===== config.mk =====
export PLATFORM = sky130hd
export DESIGN_NAME = switch_conditioner
export DESIGN_NICKNAME = d
export VERILOG_FILES = /design/src/rtl/switch_cond_pkg.sv /design/src/rtl/debounce_ch.sv /design/src/rtl/switch_conditioner.sv
export SDC_FILE = /design/constraint.sdc
export NUM_CORES = 1
export LEC_CHECK = 0
export ABC_CLOCK_PERIOD_IN_PS = 1900
export CORE_MARGIN = 4
export CORE_UTILIZATION = 45
export CTS_CLUSTER_SIZE = 16
export DETAILED_ROUTE_END_ITERATION = 10
export SYNTH_ARGS = -nofsm -noshare
export SYNTH_HDL_FRONTEND = slang
export SYNTH_SLANG_ARGS = --single-unit
export TNS_END_PERCENT = 50

===== constraint.sdc =====
create_clock -name clk_50M -period 1.9 [get_ports clk_50M]
set_input_delay 0.38 -clock clk_50M [delete_from_list [all_inputs] [get_ports clk_50M]]
set_output_delay 0.38 -clock clk_50M [all_outputs]
set_load 0.005 [all_outputs]

===== src/rtl/switch_cond_pkg.sv =====
// Shared constants for the switch conditioner: channel FSM state encoding and
// the default debounce window for a 50 MHz clock.
package switch_cond_pkg;

    localparam logic [1:0] S_LO = 2'd0;
    localparam logic [1:0] W_HI = 2'd1;
    localparam logic [1:0] S_HI = 2'd2;
    localparam logic [1:0] W_LO = 2'd3;

    // 20 ms at 50 MHz
    localparam int DEFAULT_DEBOUNCE_CYCLES = 1000000;

endpackage


===== src/rtl/debounce_ch.sv =====
// One switch channel: input synchroniser, 4-state debounce FSM with a stability
// counter, a registered debounced level and a one-cycle rising-edge strobe.
module debounce_ch
    import switch_cond_pkg::*;
#(
    parameter int SYNC_STAGES     = 2,
    parameter int DEBOUNCE_CYCLES = DEFAULT_DEBOUNCE_CYCLES,
    parameter int CNT_W           = 20
) (
    input  logic       clk_i,
    input  logic       rst_ni,
    input  logic       raw_i,
    output logic       level_o,
    output logic       rise_o,
    output logic [1:0] state_o
);

    localparam logic [CNT_W-1:0] CNT_ZERO = {CNT_W{1'b0}};
    localparam logic [CNT_W-1:0] CNT_ONE  = {{(CNT_W-1){1'b0}}, 1'b1};
    localparam logic [CNT_W-1:0] CNT_LAST = CNT_W'(DEBOUNCE_CYCLES - 1);

    logic [SYNC_STAGES-1:0] sync_q;
    logic                   sync_s;
    logic [1:0]             state_q, state_d;
    logic [CNT_W-1:0]       cnt_q, cnt_d;
    logic                   level_q, level_d;
    logic                   rise_q, rise_d;

    // Synchroniser chain bringing the asynchronous pin into the clock domain
    always_ff @(posedge clk_i or negedge rst_ni) begin
        if (!rst_ni) begin
            sync_q <= {SYNC_STAGES{1'b0}};
        end else begin
            sync_q <= {sync_q[SYNC_STAGES-2:0], raw_i};
        end
    end

    assign sync_s = sync_q[SYNC_STAGES-1];

    // Debounce FSM: a level is accepted only after an unbroken stable window
    always_comb begin
        state_d = state_q;
        cnt_d   = cnt_q;
        level_d = level_q;
        rise_d  = 1'b0;
        case (state_q)
            S_LO: begin
                if (sync_s) begin
                    state_d = W_HI;
                    cnt_d   = CNT_ONE;
                end else begin
                    cnt_d   = CNT_ZERO;
                end
            end
            W_HI: begin
                if (!sync_s) begin
                    state_d = S_LO;
                    cnt_d   = CNT_ZERO;
                end else if (cnt_q == CNT_LAST) begin
                    state_d = S_HI;
                    level_d = 1'b1;
                    rise_d  = 1'b1;
                    cnt_d   = CNT_ZERO;
                end else begin
                    cnt_d   = cnt_q + CNT_ONE;
                end
            end
            S_HI: begin
                if (!sync_s) begin
                    state_d = W_LO;
                    cnt_d   = CNT_ONE;
                end else begin
                    cnt_d   = CNT_ZERO;
                end
            end
            W_LO: begin
                if (sync_s) begin
                    state_d = S_HI;
                    cnt_d   = CNT_ZERO;
                end else if (cnt_q == CNT_LAST) begin
                    state_d = S_LO;
                    level_d = 1'b0;
                    cnt_d   = CNT_ZERO;
                end else begin
                    cnt_d   = cnt_q + CNT_ONE;
                end
            end
            default: begin
                state_d = S_LO;
                cnt_d   = CNT_ZERO;
                level_d = 1'b0;
            end
        endcase
    end

    // State, counter and registered outputs
    always_ff @(posedge clk_i or negedge rst_ni) begin
        if (!rst_ni) begin
            state_q <= S_LO;
            cnt_q   <= CNT_ZERO;
            level_q <= 1'b0;
            rise_q  <= 1'b0;
        end else begin
            state_q <= state_d;
            cnt_q   <= cnt_d;
            level_q <= level_d;
            rise_q  <= rise_d;
        end
    end

    assign level_o = level_q;
    assign rise_o  = rise_q;
    assign state_o = state_q;

endmodule


===== src/rtl/switch_conditioner.sv =====
// Conditions the raw SW and Mode pins into debounced levels plus an SW press strobe.
// Define SWITCH_AUTOREPEAT_EN to add hold-to-repeat strobes on the SW channel.
module switch_conditioner
    import switch_cond_pkg::*;
#(
    parameter int SYNC_STAGES     = 2,
    parameter int DEBOUNCE_CYCLES = DEFAULT_DEBOUNCE_CYCLES,
    parameter int CNT_W           = 20
`ifdef SWITCH_AUTOREPEAT_EN
    ,
    parameter int REPEAT_DELAY    = 25000000,
    parameter int REPEAT_PERIOD   = 5000000
`endif
) (
    input  logic clk_50M,
    input  logic Reset,
    input  logic SW_raw,
    input  logic Mode_raw,
    output logic SW,
    output logic SW_pulse,
    output logic Mode
);

    logic       sw_level_s;
    logic       sw_rise_s;
    logic       mode_level_s;
    logic       mode_rise_unused_s;
    logic [1:0] mode_state_unused_s;
`ifdef SWITCH_AUTOREPEAT_EN
    logic [1:0] sw_state_s;
`else
    logic [1:0] sw_state_unused_s;
`endif

    debounce_ch #(
        .SYNC_STAGES     (SYNC_STAGES),
        .DEBOUNCE_CYCLES (DEBOUNCE_CYCLES),
        .CNT_W           (CNT_W)
    ) u_sw_ch (
        .clk_i   (clk_50M),
        .rst_ni  (Reset),
        .raw_i   (SW_raw),
        .level_o (sw_level_s),
        .rise_o  (sw_rise_s),
`ifdef SWITCH_AUTOREPEAT_EN
        .state_o (sw_state_s)
`else
        .state_o (sw_state_unused_s)
`endif
    );

    debounce_ch #(
        .SYNC_STAGES     (SYNC_STAGES),
        .DEBOUNCE_CYCLES (DEBOUNCE_CYCLES),
        .CNT_W           (CNT_W)
    ) u_mode_ch (
        .clk_i   (clk_50M),
        .rst_ni  (Reset),
        .raw_i   (Mode_raw),
        .level_o (mode_level_s),
        .rise_o  (mode_rise_unused_s),
        .state_o (mode_state_unused_s)
    );

    assign SW   = sw_level_s;
    assign Mode = mode_level_s;

`ifdef SWITCH_AUTOREPEAT_EN
    localparam int HOLD_MAX = (REPEAT_DELAY > REPEAT_PERIOD) ? REPEAT_DELAY : REPEAT_PERIOD;
    localparam int HOLD_W   = $clog2(HOLD_MAX + 1);
    localparam logic [HOLD_W-1:0] HOLD_ZERO   = {HOLD_W{1'b0}};
    localparam logic [HOLD_W-1:0] HOLD_ONE    = {{(HOLD_W-1){1'b0}}, 1'b1};
    localparam logic [HOLD_W-1:0] DELAY_LAST  = HOLD_W'(REPEAT_DELAY - 1);
    localparam logic [HOLD_W-1:0] PERIOD_LAST = HOLD_W'(REPEAT_PERIOD - 1);

    logic [HOLD_W-1:0] hold_q, hold_d;
    logic              repeat_phase_q, repeat_phase_d;
    logic              rep_pulse_q, rep_pulse_d;

    // Hold timer: first repeat after the initial delay, then one per period; cleared outside S_HI
    always_comb begin
        hold_d         = hold_q;
        repeat_phase_d = repeat_phase_q;
        rep_pulse_d    = 1'b0;
        if (sw_state_s != S_HI) begin
            hold_d         = HOLD_ZERO;
            repeat_phase_d = 1'b0;
        end else if (!repeat_phase_q && (hold_q == DELAY_LAST)) begin
            hold_d         = HOLD_ZERO;
            repeat_phase_d = 1'b1;
            rep_pulse_d    = 1'b1;
        end else if (repeat_phase_q && (hold_q == PERIOD_LAST)) begin
            hold_d         = HOLD_ZERO;
            rep_pulse_d    = 1'b1;
        end else begin
            hold_d         = hold_q + HOLD_ONE;
        end
    end

    // Repeat timer registers
    always_ff @(posedge clk_50M or negedge Reset) begin
        if (!Reset) begin
            hold_q         <= HOLD_ZERO;
            repeat_phase_q <= 1'b0;
            rep_pulse_q    <= 1'b0;
        end else begin
            hold_q         <= hold_d;
            repeat_phase_q <= repeat_phase_d;
            rep_pulse_q    <= rep_pulse_d;
        end
    end

    // Both sources are flops and can never be high together
    assign SW_pulse = sw_rise_s | rep_pulse_q;
`else
    assign SW_pulse = sw_rise_s;
`endif

endmodule

==> impl_metrics.ini, run 1 <==
[power]
share_comb_of_total_power_pct = 4.3
switching_share_pct = 23.9
p_switching_mw = 0.439
p_seq_share_pct = 60.2
p_per_area_nw_per_um2 = 630
clock_power_share_pct = 35.6
internal_power_mw = 1.40
ir_worst_vdd_mv = 0.410
p_leak_nw = 1.14

[worst_setup_path]
cp_max_fo = 2
critPathRequiredTime_ns = 2.08
endpoint_kind = flip-flop
reg2reg_slack_ns = -0.03
crit_path_start_kind = flip-flop
worstPathArrival_ns = 2.11
criticalPathCategory = flip-flop to flip-flop

[synthesis]
synth_seq_cells = 51
synth_cell_type_count = 39
synth_async_sr_flop_share_pct = 100
synth_warnings = 0
synth-seq-area-share_pct = 51.9
ys.flop_type = dfrtp_1
netlist_area_sq_um = 2460
synth_edf_count = 0
mappedNetlistNets = 247
avgSynthCellArea_sq_um = 10.2
synth_cells = 241

[sta]
fin_crit_sh_pct = 101
slew_violations = 0
rsz0062_at_grt = yes
fmax_ghz = 0.519
slew_headroom_pct = 72.2
skew_ns = 0.0144
finalHoldViolCount = 0
setup-violations-final = 3
setup_slack_ns = -0.0260
min_period_ns = 1.93
worstMarginPinSlew_ns = 0.412

[global_route]
grt_use_met1_pct = 24.2
grt_remaining_overflow = 0
grt_max_degree = 52
grt_pass1_vias = 1730
grt_usage_pct = 15.8
gr-usage-met2_pct = 22.5
grt.busiest_layer = met1
grt_pass1_wl_mm = 8.20
grt_use_met3_pct = 3.29
antenna_found_initial = 0

[cts]
root_buffer = clkbuf_8
ctsLongestPathBuffers = 2
htreeDepth = 2
insertion_delay_ns = 0.31
numCtsBuffers = 5
path_clk_slew_ns = 0.10
clock-sinks = 51
cts_tree = done

[cells_and_area]
final_nets = 280
final_common_cell = dfrtp_1
final_cell_mix = dfrtp_1, nor2_1, xnor2_1, buf_4, nand3_1
final_cells = 345
diodes = 0
fin_area_sq_um = 2920
syn_to_final_growth_pct = 18.6
layout-drive-gt1-share_pct = 18.2

[run_status]
violations = negative setup slack
status = finished, violations left

[drt]
wirelength_mm = 4.56
drc = 0
dr_total_vias = 1822
drtPass1Iterations = 5
viasPerCell = 5.28
wl_per_cell_um = 13.2
drt_iter0_markers = 93
ant_nets = 0

[die]
dieArea_sq_um = 6710
coreArea_sq_um = 5200
rows = 26
die_h_um = 81.9
initial_core_util_pct = 47.2
die_x_um = 81.9
ios = 7

[placed_design]
gp_congestion = 0.781
hpwl_mm = 3.21
port_buffers = 6
place_area_sq_um = 2790
dp_cells = 336
pre_cts_ws_ns = -0.0228

[worst_hold_path]
min_path_type = input port to async pin

[flow_run]
drv_cap = 0
==> flip-flops by register name, indices dropped and copies added, names as in the netlist, named ones only <==
name               cells
u_mode_ch.cnt_q       20
u_sw_ch.cnt_q         20
u_mode_ch.sync_q       2
u_sw_ch.sync_q         2
u_mode_ch.level_o      1
u_mode_ch.state_o      1
u_sw_ch.level_o        1
u_sw_ch.rise_o         1
u_sw_ch.state_o        1
==> what timing repair did <==
item / in CTS / in global routing
endpoints found under the setup margin: 18 / 23
setup buffers: 0 / 1
pin swaps: 1 / 0
hold buffers: 0 / 0
gates resized for setup: 0 / 5
==> power groups by stage <==
stage | clock network [mW] | registers (mW) | logic [mW]
after floorplan | 0 | 1.12 | 0.0319
after global placement | 0 | 1.13 | 0.0802
after detailed placement | 0 | 1.13 | 0.0808
after CTS | 0.684 | 1.11 | 0.0812
after global routing | 0.728 | 1.11 | 0.0921
final | 0.653 | 1.11 | 0.0785
==> kinds of logic (layout without fill, tap and decap cells) <==
logic type,after synthesis,after routing,share of synthesized area (%)
AND/OR/NAND/NOR,114,114,25.7
buffers and inverters,14,48,2.60
adder cells (fa/ha/maj),2,2,1.02
multiplexers,2,2,0.916
flip-flops,51,51,51.9
XOR/XNOR,29,29,10.3
AO/OA/AOI/OAI,29,29,7.53
==> stage by stage <==
step                setup TNS (ns)  hold WS, ns  utilization (%)  power [mW]
floorplan                   -0.103       0.0844                -        1.16
global placement                 0        0.334             53.6        1.21
detailed placement         -0.0228        0.340             53.6        1.21
CTS                         -0.252       0.0510             55.4        1.87
global route                -0.690       0.0613             56.0        1.93
finish                     -0.0477       0.0372             56.0        1.84
==> Yosys cell counts (2+ instances only) <==
master    number  area, sq um
dfrtp_1       51         1280
nor2_1        35          131
xnor2_1       25          219
nand3_1       15         75.1
nand2_1       13         48.8
a21oi_1       11         55.1
inv_1         10         37.5
nor4_1         7         43.8
nor3_1         6         30.0
o21ai_0        6         30.0
nand4_1        5         31.3
nor4b_1        5         43.8
or3_1          5         31.3
or4_1          5         37.5
o31ai_1        4         30.0
xor2_1         4         35.0
and2_1         3         18.8
and4_1         3         26.3
buf_2          3         15.0
or3_2          3         22.5
ha_1           2         25.0
mux2_2         2         22.5
o21bai_1       2         15.0
==> worst max-delay path, stage by stage, from the launching register on <==
cell	delay (ns)
dfrtp_1	0.39
or3b_4	0.38
or4_4	0.52
nor3_4	0.21
mux2_4	0.31
==> per-layer routing <==
layer  vias to the layer above  wire length (um)  part of all wire, %
li1                        914                 -                    -
met1                       876              2460                   54
met2                        27              1910                   42
met3                         5               151                  3.3
met4                         0                32                 0.70
met5                         -                 0                    0
==> layout make-up <==
class	instances	area, sq um
flip-flops and latches	51	1280
well taps	70	87.6
clock inverters	3	27.5
inverters	10	37.5
repair buffers	30	264
fillers	466	2290
clock buffers	5	68.8
multi-input cells	176	1150
==> worst paths after layout <==
check,start,end,cells past startpoint
max,u_mode_ch.cnt_q[15],flip-flop,4
min,Reset,u_mode_ch.cnt_q[2],2
max reg2reg,u_mode_ch.cnt_q[15],flip-flop,4
min reg2reg,u_sw_ch.sync_q[0],u_sw_ch.sync_q[1],0
max in group asynchronous,Reset,u_sw_ch.cnt_q[2],2
min in group clk_50M,u_sw_ch.sync_q[0],u_sw_ch.sync_q[1],0
Note: power is estimated with default switching activity, not from simulation.
==> run 2: changes to the inputs <==
Settings changed: CAP_MARGIN set to 5.
==> results of run 2 <==
Same layout as run 1: the final DEF is identical, and so are final timing and power.
==> run 3: changes to the inputs <==
Settings changed: CORE_ASPECT_RATIO set to 0.5, SKIP_CTS_REPAIR_TIMING set to 1.
==> run 3 against run 2 <==
Largest power group unchanged; worst hold slack worse by 0.037 ns; worst setup slack better by 0.012 ns; clock-buffer cell count is 1 higher; register-to-register slack barely moved; sequential share of layout area down 0.48 points; the flow finishes with violations (negative hold slack, negative setup slack); combinational power grew 5.0%; first-iteration DRC count is 6.5% lower; non-clock buffer count grew 1; final cell count grew 0.29%; highest routed layer unchanged; die area grew 1.1%; sequential cell count unchanged; core utilization up 2.0 points.
==> impl_metrics.ini, run 3 (synthesis results as in run 1) <==
[run_status]
status = finished, violations left
violations = negative hold slack, negative setup slack

[sta]
hold_ws_ns = -0.00000949
skew_ns = 0.0132
setup-violations-final = 2
finalHoldViolCount = 1
fmax_ghz = 0.522
slew_headroom_pct = 69.9
setup_slack_ns = -0.0143
rsz0062_at_grt = yes
min_period_ns = 1.91
slew_violations = 0
fin_crit_sh_pct = 101
setup_tns_ns = -0.0182
worstMarginPinSlew_ns = 0.452

[cts]
path_clk_slew_ns = 0.10
root_buffer = clkbuf_8
clock-sinks = 51
insertion_delay_ns = 0.31
ctsLongestPathBuffers = 2
numCtsBuffers = 5
htreeDepth = 2
cts_tree = done

[drt]
dr_total_vias = 1817
wirelength_mm = 4.86
viasPerCell = 5.25
wl_per_cell_um = 14.1
ant_nets = 0
drtPass1Iterations = 4
drt_iter0_markers = 87
drc = 0

[cells_and_area]
final_cells = 346
final_cell_mix = dfrtp_1, nor2_1, xnor2_1, buf_4, nand3_1
top_regs = u_mode_ch.cnt_q x20, u_sw_ch.cnt_q x20
register_area_sq_um = 1280
nFillCells = 457
syn_to_final_growth_pct = 20.0
multi_input_area_sq_um = 1180
diodes = 0
final_nets = 281
layout-drive-gt1-share_pct = 19.6
final_common_cell = dfrtp_1

[die]
ios = 7
coreArea_sq_um = 5090
initial_core_util_pct = 48.3
rows = 18
die_h_um = 60.3
die_x_um = 113
dieArea_sq_um = 6780

[worst_setup_path]
reg2reg_slack_ns = -0.01
cp_max_fo = 2
max_stage_delay_ns = 0.51
endpoint_kind = flip-flop
crit_chain = or3b_4, or4_4, nor3_4, mux2_4
crit_path_start_kind = flip-flop
worst_path_max_delay_cell = or4_4
critPathRequiredTime_ns = 2.11
criticalPathCategory = flip-flop to flip-flop
worstPathArrival_ns = 2.12

[global_route]
grt_max_degree = 34
grt_remaining_overflow = 0
grt_pass1_vias = 1921
grt_usage_pct = 16.1
antenna_found_initial = 0
grt_pass1_wl_mm = 8.55

[placed_design]
dp_cells = 338
port_buffers = 6
hpwl_mm = 3.54
gp_congestion = 0.849

[flow_run]
drv_cap = 0

[worst_hold_path]
min_path_type = input port to async pin

[power]
p_leak_nw = 1.16
ir_worst_vdd_mv = 0.350
p_per_area_nw_per_um2 = 630
[run 3: changes by cell type in the layout (fill, tap and decap cells not counted), sizes merged]
cell and delta:
clkbuf +1, buf +1, inv -1
[run 3: metal layers]
| metal | part of all wire [%] | wire, um | track usage, % | up-vias |
|---|---|---|---|---|
| li1 | - | - | - | 920 |
| met5 | 0 | 0 | 0 | - |
| met4 | 1.0 | 51 | 4.97 | 0 |
| met3 | 3.1 | 149 | 4.55 | 7 |
| met2 | 46 | 2240 | 27.1 | 21 |
| met1 | 50 | 2420 | 20.5 | 869 |
[run 3: worst paths after layout]
kind | from | end | cells after the start
setup / recovery | u_mode_ch.cnt_q[15] | flip-flop | 4
hold / removal | Reset | u_mode_ch.cnt_q[16] | 1
setup reg to reg | u_mode_ch.cnt_q[15] | flip-flop | 4
hold reg to reg | u_mode_ch.sync_q[0] | u_mode_ch.sync_q[1] | 0
max in group asynchronous | Reset | u_sw_ch.cnt_q[8] | 2
min in group clk_50M | u_mode_ch.sync_q[0] | u_mode_ch.sync_q[1] | 0
[run 3: cell type report]
class	count	area share, %
clock buffer	6	2.80
timing repair buffer	31	9.20
sequential	51	43.3
multi-input combinational	176	39.9
tap	70	2.97
clock inverter	2	0.551
inverter	10	1.27
[run 3: power by group]
group / switching [mW] / internal (mW)
Combinational: 0.0493 / 0.0331
Sequential: 0.00804 / 1.10
Clock: 0.374 / 0.298
[run 3: per-stage QoR]
step	total power [mW]	hold WS, ns	utilization (%)	area (sq um)	setup slack, ns
floorplan	1.16	0.0844	-	2480	-0.103
global placement	1.21	0.332	55.1	2800	0.00239
detailed placement	1.21	0.348	55.1	2800	-0.0117
CTS	1.89	0.00723	57.0	2900	-0.0348
global route	1.95	0.0229	58.0	2950	-0.0744
finish	1.86	-0.00000949	58.0	2950	-0.0143
[run 3: worst max-delay path, delay by kind of cell (launching register included)]
| kind | cells | cell delay, ns |
|---|---|---|
| flip-flops | 1 | 0.39 |
| multiplexers | 1 | 0.31 |
| AND/OR/NAND/NOR | 3 | 1.10 |
